===== src/rtl/pio_cfg_sequencer.sv =====
// Configuration sequencer for one pio instance: loads a program, sets wrap/div/pins/side-set,
// enables the machine, then round-robin arbitrates two TX-FIFO push requesters onto the bus.
module pio_cfg_sequencer #(
  parameter int unsigned CMD_CYCLES = 2
) (
  input  logic        clk,
  input  logic        reset,
  input  logic        start,
  input  logic        stop,
  input  logic [1:0]  cfg_mindex,
  input  logic [5:0]  cfg_plen,
  input  logic [23:0] cfg_div,
  input  logic [31:0] cfg_pins,
  input  logic [4:0]  cfg_side,
  output logic [4:0]  prog_addr,
  input  logic [15:0] prog_data,
  input  logic [1:0]  tx_valid,
  input  logic [31:0] tx_data0,
  input  logic [31:0] tx_data1,
  output logic [1:0]  tx_ready,
  output logic [3:0]  action,
  output logic [4:0]  index,
  output logic [1:0]  mindex,
  output logic [31:0] din,
  output logic        busy,
  output logic        running
);

  localparam logic [3:0] ActIdle  = 4'd0;
  localparam logic [3:0] ActInstr = 4'd1;
  localparam logic [3:0] ActWrap  = 4'd2;
  localparam logic [3:0] ActPush  = 4'd4;
  localparam logic [3:0] ActPins  = 4'd5;
  localparam logic [3:0] ActEn    = 4'd6;
  localparam logic [3:0] ActDiv   = 4'd7;
  localparam logic [3:0] ActSide  = 4'd8;
  localparam logic [3:0] CntLast  = 4'(CMD_CYCLES - 1);

  typedef enum logic [3:0] {
    StIdle, StFetch, StWrite, StWrap, StDiv, StPins, StSide, StEn, StRun, StDis
  } state_e;

  state_e      state_q, state_d;
  logic [3:0]  cnt_q, cnt_d;
  logic [4:0]  k_q, k_d;
  logic [5:0]  plen_q, plen_d;
  logic [1:0]  mi_q, mi_d;
  logic [23:0] div_q, div_d;
  logic [31:0] pins_q, pins_d;
  logic [4:0]  side_q, side_d;
  logic [15:0] word_q, word_d;
  logic        ptr_q, ptr_d;
  logic        gnt_q, gnt_d;

  logic [3:0]  action_q, action_d;
  logic [4:0]  index_q, index_d;
  logic [1:0]  mindex_q, mindex_d;
  logic [31:0] din_q, din_d;
  logic [4:0]  prog_addr_q, prog_addr_d;
  logic [1:0]  tx_ready_q, tx_ready_d;
  logic        busy_q, busy_d;
  logic        running_q, running_d;

  logic [5:0]  plen_c;
  logic        cmd_done;
  logic        win;
  logic [31:0] push_data;

  always_comb begin
    state_d   = state_q;
    cnt_d     = cnt_q;
    k_d       = k_q;
    plen_d    = plen_q;
    mi_d      = mi_q;
    div_d     = div_q;
    pins_d    = pins_q;
    side_d    = side_q;
    word_d    = word_q;
    ptr_d     = ptr_q;
    gnt_d     = 1'b0;
    plen_c    = (cfg_plen > 6'd32) ? 6'd32 : cfg_plen;
    cmd_done  = (cnt_q == CntLast);
    // Pointer only matters when both requesters contend.
    win       = (tx_valid == 2'b11) ? ptr_q : tx_valid[1];
    push_data = win ? tx_data1 : tx_data0;

    case (state_q)
      StIdle: begin
        if (start) begin
          plen_d  = plen_c;
          mi_d    = cfg_mindex;
          div_d   = cfg_div;
          pins_d  = cfg_pins;
          side_d  = cfg_side;
          ptr_d   = 1'b0;
          k_d     = 5'd0;
          cnt_d   = 4'd0;
          state_d = (plen_c == 6'd0) ? StWrap : StFetch;
        end
      end
      StFetch: begin
        word_d  = prog_data;
        cnt_d   = 4'd0;
        state_d = StWrite;
      end
      StWrite: begin
        if (cmd_done) begin
          cnt_d = 4'd0;
          if (({1'b0, k_q} + 6'd1) == plen_q) begin
            state_d = StWrap;
          end else begin
            k_d     = k_q + 5'd1;
            state_d = StFetch;
          end
        end else begin
          cnt_d = cnt_q + 4'd1;
        end
      end
      StWrap, StDiv, StPins, StSide, StEn, StDis: begin
        if (cmd_done) begin
          cnt_d = 4'd0;
          case (state_q)
            StWrap:  state_d = StDiv;
            StDiv:   state_d = StPins;
            StPins:  state_d = StSide;
            StSide:  state_d = StEn;
            StEn:    state_d = StRun;
            default: state_d = StIdle;
          endcase
        end else begin
          cnt_d = cnt_q + 4'd1;
        end
      end
      StRun: begin
        // The cycle after a grant is forced idle: no grant and no stop.
        if (!gnt_q) begin
          if (stop) begin
            state_d = StDis;
            cnt_d   = 4'd0;
          end else if (|tx_valid) begin
            gnt_d = 1'b1;
            ptr_d = ~win;
          end
        end
      end
      default: state_d = StIdle;
    endcase

    // Outputs are registered, so they are decoded from the next state.
    action_d    = ActIdle;
    index_d     = 5'd0;
    mindex_d    = 2'd0;
    din_d       = 32'd0;
    prog_addr_d = 5'd0;
    tx_ready_d  = 2'b00;
    busy_d      = (state_d != StIdle);
    running_d   = (state_d == StRun);

    case (state_d)
      StFetch: prog_addr_d = k_d;
      StWrite: begin
        prog_addr_d = k_d;
        action_d    = ActInstr;
        index_d     = k_d;
        din_d       = {16'h0, word_d};
      end
      StWrap: begin
        action_d = ActWrap;
        mindex_d = mi_d;
        index_d  = (plen_d == 6'd0) ? 5'd0 : 5'(plen_d - 6'd1);
      end
      StDiv: begin
        action_d = ActDiv;
        mindex_d = mi_d;
        din_d    = {8'h0, div_d};
      end
      StPins: begin
        action_d = ActPins;
        mindex_d = mi_d;
        din_d    = pins_d;
      end
      StSide: begin
        action_d = ActSide;
        mindex_d = mi_d;
        din_d    = {27'h0, side_d};
      end
      StEn: begin
        action_d = ActEn;
        mindex_d = mi_d;
        din_d    = 32'd1 << mi_d;
      end
      StRun: begin
        mindex_d = mi_d;
        if (gnt_d) begin
          action_d   = ActPush;
          din_d      = push_data;
          tx_ready_d = win ? 2'b10 : 2'b01;
        end
      end
      StDis: begin
        action_d = ActEn;
        mindex_d = mi_d;
      end
      default: ;
    endcase
  end

  always_ff @(posedge clk or negedge reset) begin
    if (!reset) begin
      state_q     <= StIdle;
      cnt_q       <= 4'd0;
      k_q         <= 5'd0;
      plen_q      <= 6'd0;
      mi_q        <= 2'd0;
      div_q       <= 24'd0;
      pins_q      <= 32'd0;
      side_q      <= 5'd0;
      word_q      <= 16'd0;
      ptr_q       <= 1'b0;
      gnt_q       <= 1'b0;
      action_q    <= 4'd0;
      index_q     <= 5'd0;
      mindex_q    <= 2'd0;
      din_q       <= 32'd0;
      prog_addr_q <= 5'd0;
      tx_ready_q  <= 2'b00;
      busy_q      <= 1'b0;
      running_q   <= 1'b0;
    end else begin
      state_q     <= state_d;
      cnt_q       <= cnt_d;
      k_q         <= k_d;
      plen_q      <= plen_d;
      mi_q        <= mi_d;
      div_q       <= div_d;
      pins_q      <= pins_d;
      side_q      <= side_d;
      word_q      <= word_d;
      ptr_q       <= ptr_d;
      gnt_q       <= gnt_d;
      action_q    <= action_d;
      index_q     <= index_d;
      mindex_q    <= mindex_d;
      din_q       <= din_d;
      prog_addr_q <= prog_addr_d;
      tx_ready_q  <= tx_ready_d;
      busy_q      <= busy_d;
      running_q   <= running_d;
    end
  end

  assign action    = action_q;
  assign index     = index_q;
  assign mindex    = mindex_q;
  assign din       = din_q;
  assign prog_addr = prog_addr_q;
  assign tx_ready  = tx_ready_q;
  assign busy      = busy_q;
  assign running   = running_q;

endmodule


===== config.mk =====
export PLATFORM = sky130hd
export DESIGN_NAME = pio_cfg_sequencer
export DESIGN_NICKNAME = d
export VERILOG_FILES = /design/src/rtl/pio_cfg_sequencer.sv
export SDC_FILE = /design/constraint.sdc
export NUM_CORES = 1
export LEC_CHECK = 0
export ABC_AREA = 1
export CAP_MARGIN = 20
export CORE_MARGIN = 1.5
export CORE_UTILIZATION = 40
export CTS_BUF_LIST = sky130_fd_sc_hd__clkbuf_8 sky130_fd_sc_hd__clkbuf_16
export CTS_CLUSTER_DIAMETER = 60
export DETAILED_ROUTE_END_ITERATION = 8
export GPL_ROUTABILITY_DRIVEN = 1
export GPL_TIMING_DRIVEN = 0
export PLACE_DENSITY = 0.68
export SLEW_MARGIN = 25
export SYNTH_ARGS = -nofsm -noshare
export SYNTH_HDL_FRONTEND = slang
export SYNTH_SLANG_ARGS = --single-unit

===== constraint.sdc =====
create_clock -name clk -period 3.3 [get_ports clk]
set_input_delay 0.495 -clock clk [delete_from_list [all_inputs] [get_ports clk]]
set_output_delay 0.495 -clock clk [all_outputs]
set_load 0.005 [all_outputs]

After elaboration in Yosys (flattened, before gate mapping)
Index checks and enable logic that the tools add are counted.

Flip-flop bits (word level): 152.

Add/sub/neg operators: 4. Multiplexer cells: 52. Bitwise operators: 1. Shift operators: 1. Equal/unequal tests: 26. Order comparisons: 1. Reductions and logical operators: 14.

Operators with widths (number): 32-bit one-hot mux with 6 select lines (1); 32-bit two-way mux (4); 24-bit two-way mux (2); 4-bit one-hot mux with 5 select lines (2); 4-bit two-way mux (9); 5-bit two-way mux (7); 4-bit by 3-bit == test with 1-bit output (second input constant) (8); 1-bit by 2-bit left shift with 32-bit output (first input constant) (1); 4-bit one-hot mux with 7 select lines (1); 5-bit one-hot mux with 2 select lines (2); 6-bit two-way mux (3); 4-bit by 2-bit == test with 1-bit output (second input constant) (4); 4-bit == test (second input constant) (4); 16-bit two-way mux (1); 2-bit two-way mux (8); 4-bit one-hot mux with 4 select lines (1); 7-bit OR reduction (2); 4-bit by 1-bit == test with 1-bit output (second input constant) (3); 6-bit zero test (2); 2-bit != test (second input constant) (5); 1-bit two-way mux (9); 4-bit nonzero test (2); 5-bit by 1-bit adder with 6-bit output (second input constant) (1); 6-bit == test (1); other kinds (14) (16).

Longest topological paths before layout
Gate-level depths: netlist (run 1).

Word-level depth: 9. Gate-level depth with buffers: 16. Depth with buffers taken out: 15.

Least setup slack after synthesis (run 1)
No wires, ideal clock.

Kind: register to register. Start: register k_q[0]. End: register din_q[15], in the netlist din[15]. Arrival: 1918 ps. Period minus slack after synthesis: 2039 ps. Stages on the path, launching flop included: 16. Path buffers: 1. Path slack: 1261 ps. Data required time: 3179 ps. Cells stage by stage: dfrtp_1 -> ha_1 -> inv_1 -> nand2_1 -> nand2_1 -> nor2_1 -> nand3_1 -> nor2_1 -> nand3_1 -> nand2_1 -> nand2_2 -> nand4_4 -> clkinv_2 -> buf_8 -> a21oi_1 -> nand2_1.

Longest elaborated chain between the ends: 7.

RTL lines: start: declaration (line 45) `logic [4:0] k_q, k_d;`; start signal: assignment (line 232) `k_q <= k_d;`; 5-bit by 1-bit adder with 6-bit output * (line 109) `if (({1'b0, k_q} + 6'd1) == plen_q) begin`; 6-bit == test * (line 109); 2-bit two-way mux * (line 109); 4-bit two-way mux * (line 107) `if (cmd_done) begin`; 4-bit one-hot mux with 5 select lines * (line 87) `case (state_q)`; 4-bit == test, or another cell as far along (line 159) `case (state_d)`; 32-bit one-hot mux with 6 select lines * (line 159); net din_d[15] (line 58) `logic [31:0] din_q, din_d;`; end signal: assignment (line 244) `din_q <= din_d;`; end: declaration (line 58).

The timed path passes the listed nets; every way through them passes the cells marked *. A chain may end at the register's enable or synchronous reset.

Worst setup path in the final report (run 1)
Start: register k_q[0]. End: register din_q[9], in the netlist din[9].

The elaborated chain is that of the path after synthesis.

==> flow_summary.yaml, run 1 <==
outcome:
  outcome: "finished with violations"
  violations: "negative hold slack"
synthesis:
  yosys.area.top_type: "dfrtp_1"
  syn-instance-count: 835
  synth_top_area_share_pct: 53.77
  synth_nets: 995
  synth_area_sq_um: 7074
  synth.top_cells.by_area: "dfrtp_1, nand2_1, inv_1, o21ai_0, nor2_1"
  async_flop_share_pct: 100.0
  synth-warning-count: 0
  synth_edf_count: 0
  ys_seq_area_share_pct: 53.77
  ys_ff_latch: 152
  postSynthAreaPerCell_sq_um: 8.472
  synth-main-ff-cell: "dfrtp_1"
  synth_cell_types: 44
place:
  gp_congestion: 0.9043
  placed_cell_area_sq_um: 9450
  hpwl_mm: 15.05
  dp_cells: 1267
  io_buffers: 206
cts:
  cts_buffers: 17
  h-tree-depth: 4
  insertion_delay_ps: 430
  cts.clk_slew.worst_paths_ps: 60
  post-cts-setup-buffers: 0
  ctsResizeCount: 0
  clock_tree.buffer_depth: 2
  clock-root-buffer: "clkbuf_16"
  cts_tree: "done"
  cts_sinks: 152
  hold_buffers: 0
critical_path:
  cp_max_fo: 10
  r2r-start: "k_q[0]"
  crit_arrival_ps: 2930
  required_ps: 3670
  start_kind: "flip-flop"
  end_kind: "flip-flop"
  reg2regPathDepth: 16
  crit_start: "k_q[0]"
  path_class: "reg2reg"
  ff2ff_setup_slack_ps: 740
timing:
  min_period_over_period_pct: 77.68
  setup_viol: 0
  hold_slack_ps: -9.954
  finalCriticalPeriod_ps: 2564
  hold_violations: 3
  slew_violations: 0
  fin_skew_ps: 13.11
  tightest_slew_ps: 850.7
  fmax_mhz: 390.1
  slew-limit-headroom_pct: 42.77
  rsz0062_at_grt: "false"
layout:
  layout_commonest_cell: "nand2_1"
  final_cell_mix: "nand2_1, clkdlybuf4s50_1, dfrtp_1, inv_1, nor2_1"
  post-route-cell-area_sq_um: 10050
  fill_cells: 1592
  multiInputGateArea_sq_um: 2680
  final_core_util_pct: 58.12
  areaGrowthSynthToFinish_pct: 42.09
  drive_gt1_share_pct: 9.870
  regArea_sq_um: 3804
  diodes: 0
  fin_nets: 1221
  final_cells: 1299
floorplanning:
  start_util_pct: 40.90
  die-area_sq_um: 18490
  core_sq_um: 17300
  die_h_um: 136.0
  die_width_um: 136.0
  rows: 48
  pin_count: 207
global_route:
  grt_max_degree: 91
  grt_pass1_vias: 6299
  grt.total_usage_pct: 23.35
  gr-total-overflow: 0
  antenna_found_initial: 0
  grt_first_pass_wirelength_mm: 32.35
flow_run:
  drv_cap: 0
routing:
  viasPerCell: 4.851
  drt_wl_total_mm: 20.59
  first_iter_violations: 315
  drt_pre_antenna_iters: 5
  wl_per_cell_um: 15.85
  postRouteAntennaNets: 0
  num_vias: 6301
  drc: 0
power_and_ir_drop:
  irDropWorstVdd_mv: 0.4026
  power_density_nw_per_um2: 754.4
  total_power_mw: 7.583
  leakagePower_nw: 4.881
min_path:
  holdCritPathClass: "in2async"
## Yosys cell counts, types with 6 or more instances
cell type / n
o21ai_0: 50
dfrtp_1: 152
clkbuf_1: 15
o21ai_1: 6
inv_2: 7
buf_2: 6
a22oi_1: 22
nor2_1: 63
nand3_1: 28
o22ai_1: 7
o21a_1: 8
nand2_2: 6
o211ai_1: 9
inv_1: 107
nand4_1: 14
a21oi_1: 21
or2_2: 29
nand2_1: 231
nor2_2: 7
## cell type report
cell class | instances | area share (%)
Sequential cell | 152 | 37.84
Multi-Input combinational cell | 538 | 26.66
Timing Repair Buffer | 207 | 20.84
Clock buffer | 18 | 4.369
Inverter | 115 | 4.307
Tap cell | 225 | 2.801
Clock inverter | 14 | 1.618
Buffer | 30 | 1.568
## critical path: stages (launching register included)
cell,delay [ps]
dfrtp_1,460
ha_1,380
inv_1,50
nand2_1,50
nand2_1,50
nor2_1,120
nand3_1,80
nor2_1,90
nand3_1,80
nand2_1,90
nand2_2,140
nand2_2,140
nand3_2,250
buf_6,270
nor2_1,100
a21oi_1,70
nand2_1,70
## registers in the layout, indices dropped and copies added, names as in the netlist, 4 cells and up
name / cells
action: 4
cnt_q: 4
prog_addr: 5
side_q: 5
plen_q: 6
din: 32
state_q: 4
index: 5
pins_q: 32
k_q: 5
div_q: 24
word_q: 16
## where the power goes
group,internal (mW),total [mW],switching [mW]
Sequential,2.52,2.73,0.212
Clock,1.15,1.99,0.834
Combinational,1.13,2.87,1.73
Total,4.80,7.58,2.78
## path summary, 6_finish.rpt
path                         endpoint
min reg2reg                pins_q[20]
max                            din[9]
min in group clk           pins_q[20]
max in group asynchronous    div_q[4]
max reg2reg                    din[9]
min                           din[30]
## logic make-up after synthesis
group	Yosys count	synth area share (%)
multiplexers	5	0.7252
AO/OA/AOI/OAI	130	11.00
adder cells (fa/ha/maj)	5	0.8843
buffers and inverters	145	8.348
XOR/XNOR	4	0.4953
AND/OR/NAND/NOR	394	24.78
flip-flops	152	53.77
## routing by layer
layer,routed length (um),vias up,GRT usage (%)
li1,-,3117,-
met1,9042,2967,30.20
met2,9808,189,37.90
met3,1323,28,6.301
met4,413,0,8.038
met5,0,-,0
## stage by stage
stage / TNS [ps] / setup WS, ps
2_1_floorplan: 0 / 1261
3_3_place_gp: -690250 / -4557
3_5_place_dp: 0 / 369.8
4_1_cts: 0 / 719.2
5_1_grt: 0 / 475.6
6_report: 0 / 736.4
No activity file was read; power rests on OpenSTA's default activity.
==> inputs of run 2 (changes only) <==
--- a/config.mk
+++ b/config.mk
@@ -14,7 +14,7 @@
 export DETAILED_ROUTE_END_ITERATION = 8
 export GPL_ROUTABILITY_DRIVEN = 1
 export GPL_TIMING_DRIVEN = 0
-export PLACE_DENSITY = 0.68
+export PLACE_DENSITY = 0.71
 export SLEW_MARGIN = 25
 export SYNTH_ARGS = -nofsm -noshare
 export SYNTH_HDL_FRONTEND = slang
==> constraint.sdc (replaced) <==
create_clock -name clk -period 2.3 [get_ports clk]
set_input_delay 0.345 -clock clk [delete_from_list [all_inputs] [get_ports clk]]
set_output_delay 0.345 -clock clk [all_outputs]
set_load 0.005 [all_outputs]
==> run 2 against run 1 <==
Effect of this change:
- the run now ends clean
- critical path depth is 2 lower
- die area stayed put
- wire length is 2.7% higher
- clock power is 44% higher
- via count is 2.0% higher
- core utilization is 2.4 points higher
- largest cell class unchanged
- largest power group unchanged
- highest routed layer unchanged
==> flow_summary.yaml, run 2 (synthesis gave the netlist of run 1 again) <==
outcome:
  outcome: "completed"
critical_path:
  crit_arrival_ps: 2510
  crit_chain: "ha_4 -> inv_1 -> nand2_1 -> nand2_1 -> nor2_2 -> nand3_1 -> nor2_1 -> nand3_1 -> nand2_2 -> nand2_4 -> nand4_4 -> buf_4 -> nand3_1 -> or2_1"
  ff2ff_setup_slack_ps: 90
  rr_endpoint: "action[1]"
  r2r-start: "k_q[1]"
  cp_max_fo: 7
  path_class: "reg2reg"
  cp_common_cell: "nand3_1"
  reg2regPathDepth: 14
  critPathMaxStageDelay_ps: 440
  end_kind: "flip-flop"
  crit_slowest_cell: "dfrtp_2"
  cp.depth: 14
  worst-path-buf-inv: 2
  required_ps: 2600
  start_kind: "flip-flop"
  crit_family: "simple AND/OR/NAND/NOR gates"
floorplanning:
  die-area_sq_um: 18490
  die_h_um: 136.0
  pin_count: 207
  start_util_pct: 40.90
  rows: 48
  core_sq_um: 17300
  die_width_um: 136.0
power_and_ir_drop:
  power_switching_mw: 4.108
  leakagePower_nw: 5.055
  power_density_nw_per_um2: 1095
  p_clk_share_pct: 25.0
  swShare_pct: 35.85
  seqPwrFrac_pct: 34.2
  pwr-share-comb_pct: 40.8
  p_int_mw: 7.351
  irDropWorstVdd_mv: 0.6418
layout:
  drive_gt1_share_pct: 14.40
  diodes: 0
  final_cell_mix: "nand2_1, clkdlybuf4s50_1, dfrtp_1, inv_1, nor2_1"
  final_core_util_pct: 60.47
  areaGrowthSynthToFinish_pct: 47.86
  post-route-cell-area_sq_um: 10460
  layout_commonest_cell: "nand2_1"
  fin_nets: 1244
timing:
  finalCriticalPeriod_ps: 2209
  min_period_over_period_pct: 96.03
  fmax_mhz: 452.8
  hold_violations: 0
  hold_slack_ps: 472.4
  slew_violations: 0
  slew-limit-headroom_pct: 56.63
  setup_viol: 0
  rsz0062_at_grt: "true"
  tightest_slew_ps: 650.6
  fin_skew_ps: 9.231
cts:
  h-tree-depth: 4
  insertion_delay_ps: 430
  clock_tree.buffer_depth: 2
  clock-root-buffer: "clkbuf_16"
  cts_buffers: 17
  cts.clk_slew.worst_paths_ps: 60
  cts_sinks: 152
  cts_tree: "done"
routing:
  first_iter_violations: 400
  drt_pre_antenna_iters: 5
  postRouteAntennaNets: 0
  wl_per_cell_um: 15.99
  drt_wl_total_mm: 21.14
  num_vias: 6425
  drc: 0
  viasPerCell: 4.860
min_path:
  hold-path-endpoint: "div_q[21]"
  min_path_cells: 3
  holdCritPathClass: "in2reg"
  holdCritStartpoint: "cfg_div[21]"
global_route:
  antenna_found_initial: 0
  gr-total-overflow: 0
  grt.total_usage_pct: 23.28
  grt_pass1_vias: 6235
  grt_first_pass_wirelength_mm: 32.30
  grt_max_degree: 86
place:
  gp_congestion: 0.8653
  hpwl_mm: 15.05
  io_buffers: 206
  placed_cell_area_sq_um: 9450
flow_run:
  drv_cap: 0
-- run 2: layer usage --
metal	global-route usage, %	routed length (um)	vias to the layer above
met2	37.45	10040	256
met4	9.929	573	0
met5	0	0	-
met1	30.34	9163	2983
li1	-	-	3151
met3	5.145	1358	35
-- run 2: repair_timing --
action | 4_1_cts | 5_1_grt
endpoints found under the setup margin | 43 | 48
hold buffers | 1 | 0
pin swaps | 7 | 10
gates cloned | 0 | 1
gates resized for setup | 19 | 43
setup buffers | 12 | 9
hold endpoints to repair | 84 | 0
-- run 2: power by group through the flow --
| stage | clock [mW] | sequential, mW | combinational, mW |
|---|---|---|---|
| after detailed placement | 0 | 3.95 | 4.10 |
| after global placement | 0 | 3.95 | 4.01 |
| after global routing | 3.01 | 4.00 | 5.23 |
| final | 2.87 | 3.91 | 4.68 |
| after CTS | 2.90 | 3.92 | 4.36 |
| after floorplan | 0 | 3.90 | 2.61 |
-- run 2: area by class of cell --
cell class / instances / area, sq um
fillers: 1509 / 6837
repair buffers: 230 / 2320
multi-input cells: 538 / 2814
clock buffers: 19 / 452.9
plain buffers: 30 / 192.7
flip-flops and latches: 152 / 3807
well taps: 225 / 281.5
clock inverters: 13 / 155.1
inverters: 115 / 436.7
-- run 2: worst max-delay path by stage --
stage | from | endpoint | slack (ps)
floorplan | k_q[0] | din[15] | 260
global placement | reset | pins_q[3] | -5440
detailed placement | start | din[14] | -410
CTS | state_q[0] | din[26] | 30
global route | k_q[1] | action[1] | -60
finish | k_q[1] | action[1] | 90
-- run 2: through the flow --
stage,setup WS [ps],power [mW],cells,setup TNS [ps]
after floorplan,260.8,6.509,835,0
after global placement,-5437,7.960,1266,-833790
after detailed placement,-413.4,8.049,1267,-10750
after CTS,27.98,11.18,1312,0
after global routing,-60.14,12.24,1322,-854.1
final,91.28,11.46,1322,0
-- run 2: worst reg2reg max path, stage by stage (launching register included) --
cell and delay (ps):
dfrtp_2 440, ha_4 290, inv_1 40, nand2_1 50, nand2_1 50, nor2_2 100
nand3_1 70, nor2_1 90, nand3_1 100, nand2_2 110, nand2_4 120, nand4_4 130
buf_4 140, nand3_1 100, or2_1 250
==> inputs of run 3 (changes only) <==
--- a/config.mk
+++ b/config.mk
@@ -6,7 +6,6 @@
 export NUM_CORES = 1
 export LEC_CHECK = 0
 export ABC_AREA = 1
-export CAP_MARGIN = 20
 export CORE_MARGIN = 1.5
 export CORE_UTILIZATION = 40
 export CTS_BUF_LIST = sky130_fd_sc_hd__clkbuf_8 sky130_fd_sc_hd__clkbuf_16
@@ -14,6 +13,7 @@
 export DETAILED_ROUTE_END_ITERATION = 8
 export GPL_ROUTABILITY_DRIVEN = 1
 export GPL_TIMING_DRIVEN = 0
+export MAX_ROUTING_LAYER = met4
 export PLACE_DENSITY = 0.71
 export SLEW_MARGIN = 25
 export SYNTH_ARGS = -nofsm -noshare
==> run 3 against run 2 <==
Effect of this change:
- setup slack better by 27 ps
- fmax up 1.2%
- critical path type unchanged
- sequential power about the same
- core utilization down 0.12 points
- die area unchanged
- first-iteration DRC count up 8.8%
- register-to-register slack better by 30 ps
- worst hold slack worse by 96 ps
- final area down 0.20%
- count of clock-buffer cells in the layout down 2
==> flow_summary.yaml, run 3 (synthesis gave the netlist of run 1 again) <==
outcome:
  outcome: "completed"
floorplanning:
  start_util_pct: 40.90
  die_h_um: 136.0
  die_width_um: 136.0
  die-area_sq_um: 18490
  core_sq_um: 17300
  rows: 48
  pin_count: 207
critical_path:
  r2r-start: "state_q[3]"
  crit_slowest_cell: "dfrtp_1"
  cp_max_fo: 6
  reg2regPathDepth: 11
  crit_arrival_ps: 2480
  endpoint: "action[1]"
  crit_start: "state_q[3]"
  critPathMaxStageDelay_ps: 430
  required_ps: 2600
  path_class: "reg2reg"
  end_kind: "flip-flop"
  ff2ff_setup_slack_ps: 120
  start_kind: "flip-flop"
  crit_chain: "nor2_1 -> nand3_4 -> nor2_4 -> inv_2 -> nor2_2 -> nor2_4 -> buf_4 -> nand4_4 -> buf_4 -> nand3_1 -> or2_1"
  rr_endpoint: "action[1]"
routing:
  drc: 0
  wl_met3_mm: 1.218
  wl_per_cell_um: 15.92
  drt_wl_total_mm: 21.08
  viasPerCell: 4.816
  top_layer: "met4"
  drt_pre_antenna_iters: 4
  num_vias: 6377
  postRouteAntennaNets: 0
  met2_length_mm: 9.967
  first_iter_violations: 435
  drt-met1-wl_mm: 9.349
layout:
  areaGrowthSynthToFinish_pct: 47.56
  drive_gt1_share_pct: 14.75
  multiInputGateArea_sq_um: 2820
  fin_nets: 1245
  fill_cells: 1515
  regArea_sq_um: 3809
  final_cell_mix: "nand2_1, clkdlybuf4s50_1, dfrtp_1, inv_1, nor2_1"
  layout_commonest_cell: "nand2_1"
global_route:
  gr-total-overflow: 0
  grt_max_degree: 62
  grt_pass1_vias: 6251
  grt_first_pass_wirelength_mm: 32.71
  grt.total_usage_pct: 24.32
  antenna_found_initial: 0
power_and_ir_drop:
  leakagePower_nw: 5.029
  irDropWorstVdd_mv: 0.7435
  seqPwrFrac_pct: 35.0
  p_int_mw: 7.116
  power_switching_mw: 4.105
  pwr-share-comb_pct: 40.6
  power_density_nw_per_um2: 1075
  p_clk_share_pct: 24.4
  swShare_pct: 36.58
timing:
  finalCriticalPeriod_ps: 2182
  tightest_slew_ps: 568.4
  fin_skew_ps: 6.712
  slew-limit-headroom_pct: 62.10
  setup_slack_ps: 118.0
  fin_setup_tns_ps: 0
  setup_viol: 0
  hold_violations: 0
  slew_violations: 0
  rsz0062_at_grt: "true"
  min_period_over_period_pct: 94.87
  fmax_mhz: 458.3
cts:
  clock_tree.buffer_depth: 2
  cts_sinks: 152
  cts_buffers: 17
  cts.clk_slew.worst_paths_ps: 60
  clock-root-buffer: "clkbuf_16"
  h-tree-depth: 4
  insertion_delay_ps: 430
  cts_tree: "done"
place:
  io_buffers: 206
  hpwl_mm: 15.26
  gp_congestion: 0.8834
  dp_slack_ps: -380.7
flow_run:
  drv_cap: 0
min_path:
  holdCritPathClass: "in2async"
run 3: cell types whose count changed in the layout (fill, tap and decap cells not counted), moves of 2 or more:
cell,change
nor2_2,-3
nand3_2,-2
a21oi_2,+6
clkbuf_8,-2
nor2_1,+3
buf_6,-2
inv_2,-2
inv_6,+2
buf_4,+5
a21oi_1,-5
run 3: how the worst min path moves through the flow:
stage | start | endpoint | slack (ps) | cells after the start
floorplan | reset | action[0] | 50 | 0
global placement | div_q[15] | div_q[15] | 460 | 2
detailed placement | reset | pins_q[24] | 240 | 1
CTS | reset | index[4] | 380 | 2
global route | reset | pins_q[24] | 400 | 2
finish | reset | pins_q[24] | 380 | 2
run 3: what timing repair did:
| action | CTS | global route |
|---|---|---|
| hold endpoints to repair | 35 | 0 |
| hold buffers | 1 | 0 |
| pin swaps | 6 | 8 |
| gates resized for setup | 16 | 49 |
| gates cloned | 0 | 0 |
| setup endpoints to repair | 43 | 51 |
| setup buffers | 12 | 11 |
run 3: worst max-delay path: cells and delay by family, from the launching register on:
kind                   cells  cell delay, ps
buffers and inverters      3             360
DFF                        1             430
and+or+nand+nor            8            1250
run 3: final cells by class:
cell class                      instances  share of cell area, %
Antenna cell                            1                0.02397
Buffer                                 29                  1.858
Clock buffer                           17                  4.075
Clock inverter                         15                  1.486
Inverter                              115                  4.207
Multi-Input combinational cell        538                  27.02
Sequential cell                       152                  36.49
Tap cell                              225                  2.697
Timing Repair Buffer                  232                  22.15
run 3: power groups by stage:
stage | registers (mW) | logic, mW | clock network (mW)
6_report | 3.92 | 4.56 | 2.74
3_3_place_gp | 3.95 | 4.02 | 0
2_1_floorplan | 3.90 | 2.61 | 0
5_1_grt | 4.01 | 5.13 | 2.91
4_1_cts | 3.91 | 4.34 | 2.80
3_5_place_dp | 3.96 | 4.10 | 0
run 3: per-stage QoR:
stage	utilization, %	hold slack, ps	power, mW	cell area (sq um)	std cells
global route	60.34	401.8	12.05	10440	1323
detailed placement	54.80	235.3	8.067	9478	1268
finish	60.35	376.3	11.22	10440	1324
global placement	54.45	459.4	7.969	9418	1266
CTS	59.07	376.7	11.05	10220	1313
floorplan	-	49.41	6.509	7074	835
run 3: per-layer routing:
layer	track usage, %	vias to the layer above
met4	9.811	0
met5	-	-
met1	31.47	2984
met3	5.406	34
met2	37.17	207
li1	-	3152
==> patch (settings of run 2) <==
Encoding of `state_e`: now one-hot (10 bits for 10 states).
--- a/src/rtl/pio_cfg_sequencer.sv
+++ b/src/rtl/pio_cfg_sequencer.sv
@@ -36,8 +36,8 @@
   localparam logic [3:0] ActSide  = 4'd8;
   localparam logic [3:0] CntLast  = 4'(CMD_CYCLES - 1);
 
-  typedef enum logic [3:0] {
-    StIdle, StFetch, StWrite, StWrap, StDiv, StPins, StSide, StEn, StRun, StDis
+  typedef enum logic [9:0] {
+    StIdle = 10'b0000000001, StFetch = 10'b0000000010, StWrite = 10'b0000000100, StWrap = 10'b0000001000, StDiv = 10'b0000010000, StPins = 10'b0000100000, StSide = 10'b0001000000, StEn = 10'b0010000000, StRun = 10'b0100000000, StDis = 10'b1000000000
   } state_e;
 
   state_e      state_q, state_d;
Formal check against the unedited RTL: no difference found for any inputs over 10 cycles, from zero or initial values and one cycle with reset low; not proved beyond that.
==> patch against run 2 <==
Cell area fell by 0.29%. Setup slack gained 0.0022 ns. Combinational power is 23% lower. Final cell count grew 3.6%. Worst hold slack worse by 0.023 ns. Largest cell class unchanged. Area after synthesis rose by 3.5%. Wire length increased by 1.3%. Sequential cell count increased by 6. Via count rose by 4.9%. Fmax is essentially flat. Critical endpoint is now action[2]. Clock power fell by 4%. Total power is 10% lower.
==> patch: results (changes against run 2) <==
WL per Instance: 15.6 um (-2.2%)
Worst Skew: 0.0122 ns (+0.00302 ns)
Clk power: 2760 uW (-4%)
Total power: 10300 uW (-10%)
Metal2 WL: 9.95 mm (-0.95%)
Setup WS pre-CTS: -0.113 ns (+0.300 ns)
Layout Nets: 1287 (+3.5%)
Post-synthesis cell count: 895 (+7.2%)
Post-synthesis cell type count: 36 (-18%)
Post-synthesis compound-gate area fraction: 6.31% (-4.7 points)
Metal1 wirelength: 9.34 mm (+2.0%)
Slowest cell delay on critical path: 0.53 ns (+0.09 ns)
Seq/Total Area, Yosys: 54.0% (+0.26 points)
Worst IR drop on VDD: 672 uV (+4.7%)
Vias in the first global route: 6586 (+5.6%)
Post-synthesis mux area share: 0% (-0.73 points)
R2r endpoint: action[2]
Net Sw Frac: 36.6% (+0.77 points)
Adder-cell share of the synthesized area: 0.855% (-0.030 points)
Proportion of layout cells with a drive suffix above 1: 9.91% (-4.5 points)
Outcome: finished, final reports clean
Met3 wire length: 1.41 mm (+3.5%)
Rel. slew slack: 54.3% (-2.3 points)
Wirelength, routed: 21.4 mm (+1.3%)
Starting DRT DRC Count: 463 (+16%)
Dpl hpwl: 15.9 mm (+5.7%)
Area after DPL: 9700 um2 (+2.7%)
XOR/XNOR Fraction of Synth Area: 1.08% (+0.58 points)
First-pass GRT wire length: 34.1 mm (+5.7%)
Aggregate global-route resource usage: 22.8% (-0.46 points)
## patch: worst min path at each step
| stage | start | endpoint | slack, ns | depth (start not counted) |
|---|---|---|---|---|
| finish | tx_data1[30] | din[30] | 0.45 | 3 |
| global route | tx_data1[26] | din[26] | 0.45 | 3 |
| CTS | tx_data1[30] | din[30] | 0.43 | 3 |
| detailed placement | reset | tx_ready[1] | 0.41 | 1 |
| global placement | pins_q[21] | pins_q[21] | 0.45 | 2 |
| floorplan | reset | action[0] | 0.05 | 0 |
## patch: layer usage
| metal | GRT usage (%) | up-vias |
|---|---|---|
| met1 | 30.4 | 3170 |
| met5 | 0 | - |
| met3 | 4.85 | 44 |
| met4 | 10.9 | 0 |
| li1 | - | 3305 |
| met2 | 35.7 | 222 |
## patch: final cells by class
class,instances,area (um2)
repair buffers,213,2140
multi-input cells,639,3010
flip-flops and latches,158,3960
fillers,1616,7530
clock buffers,17,425
plain buffers,31,205
well taps,229,287
clock inverters,15,154
inverters,67,254
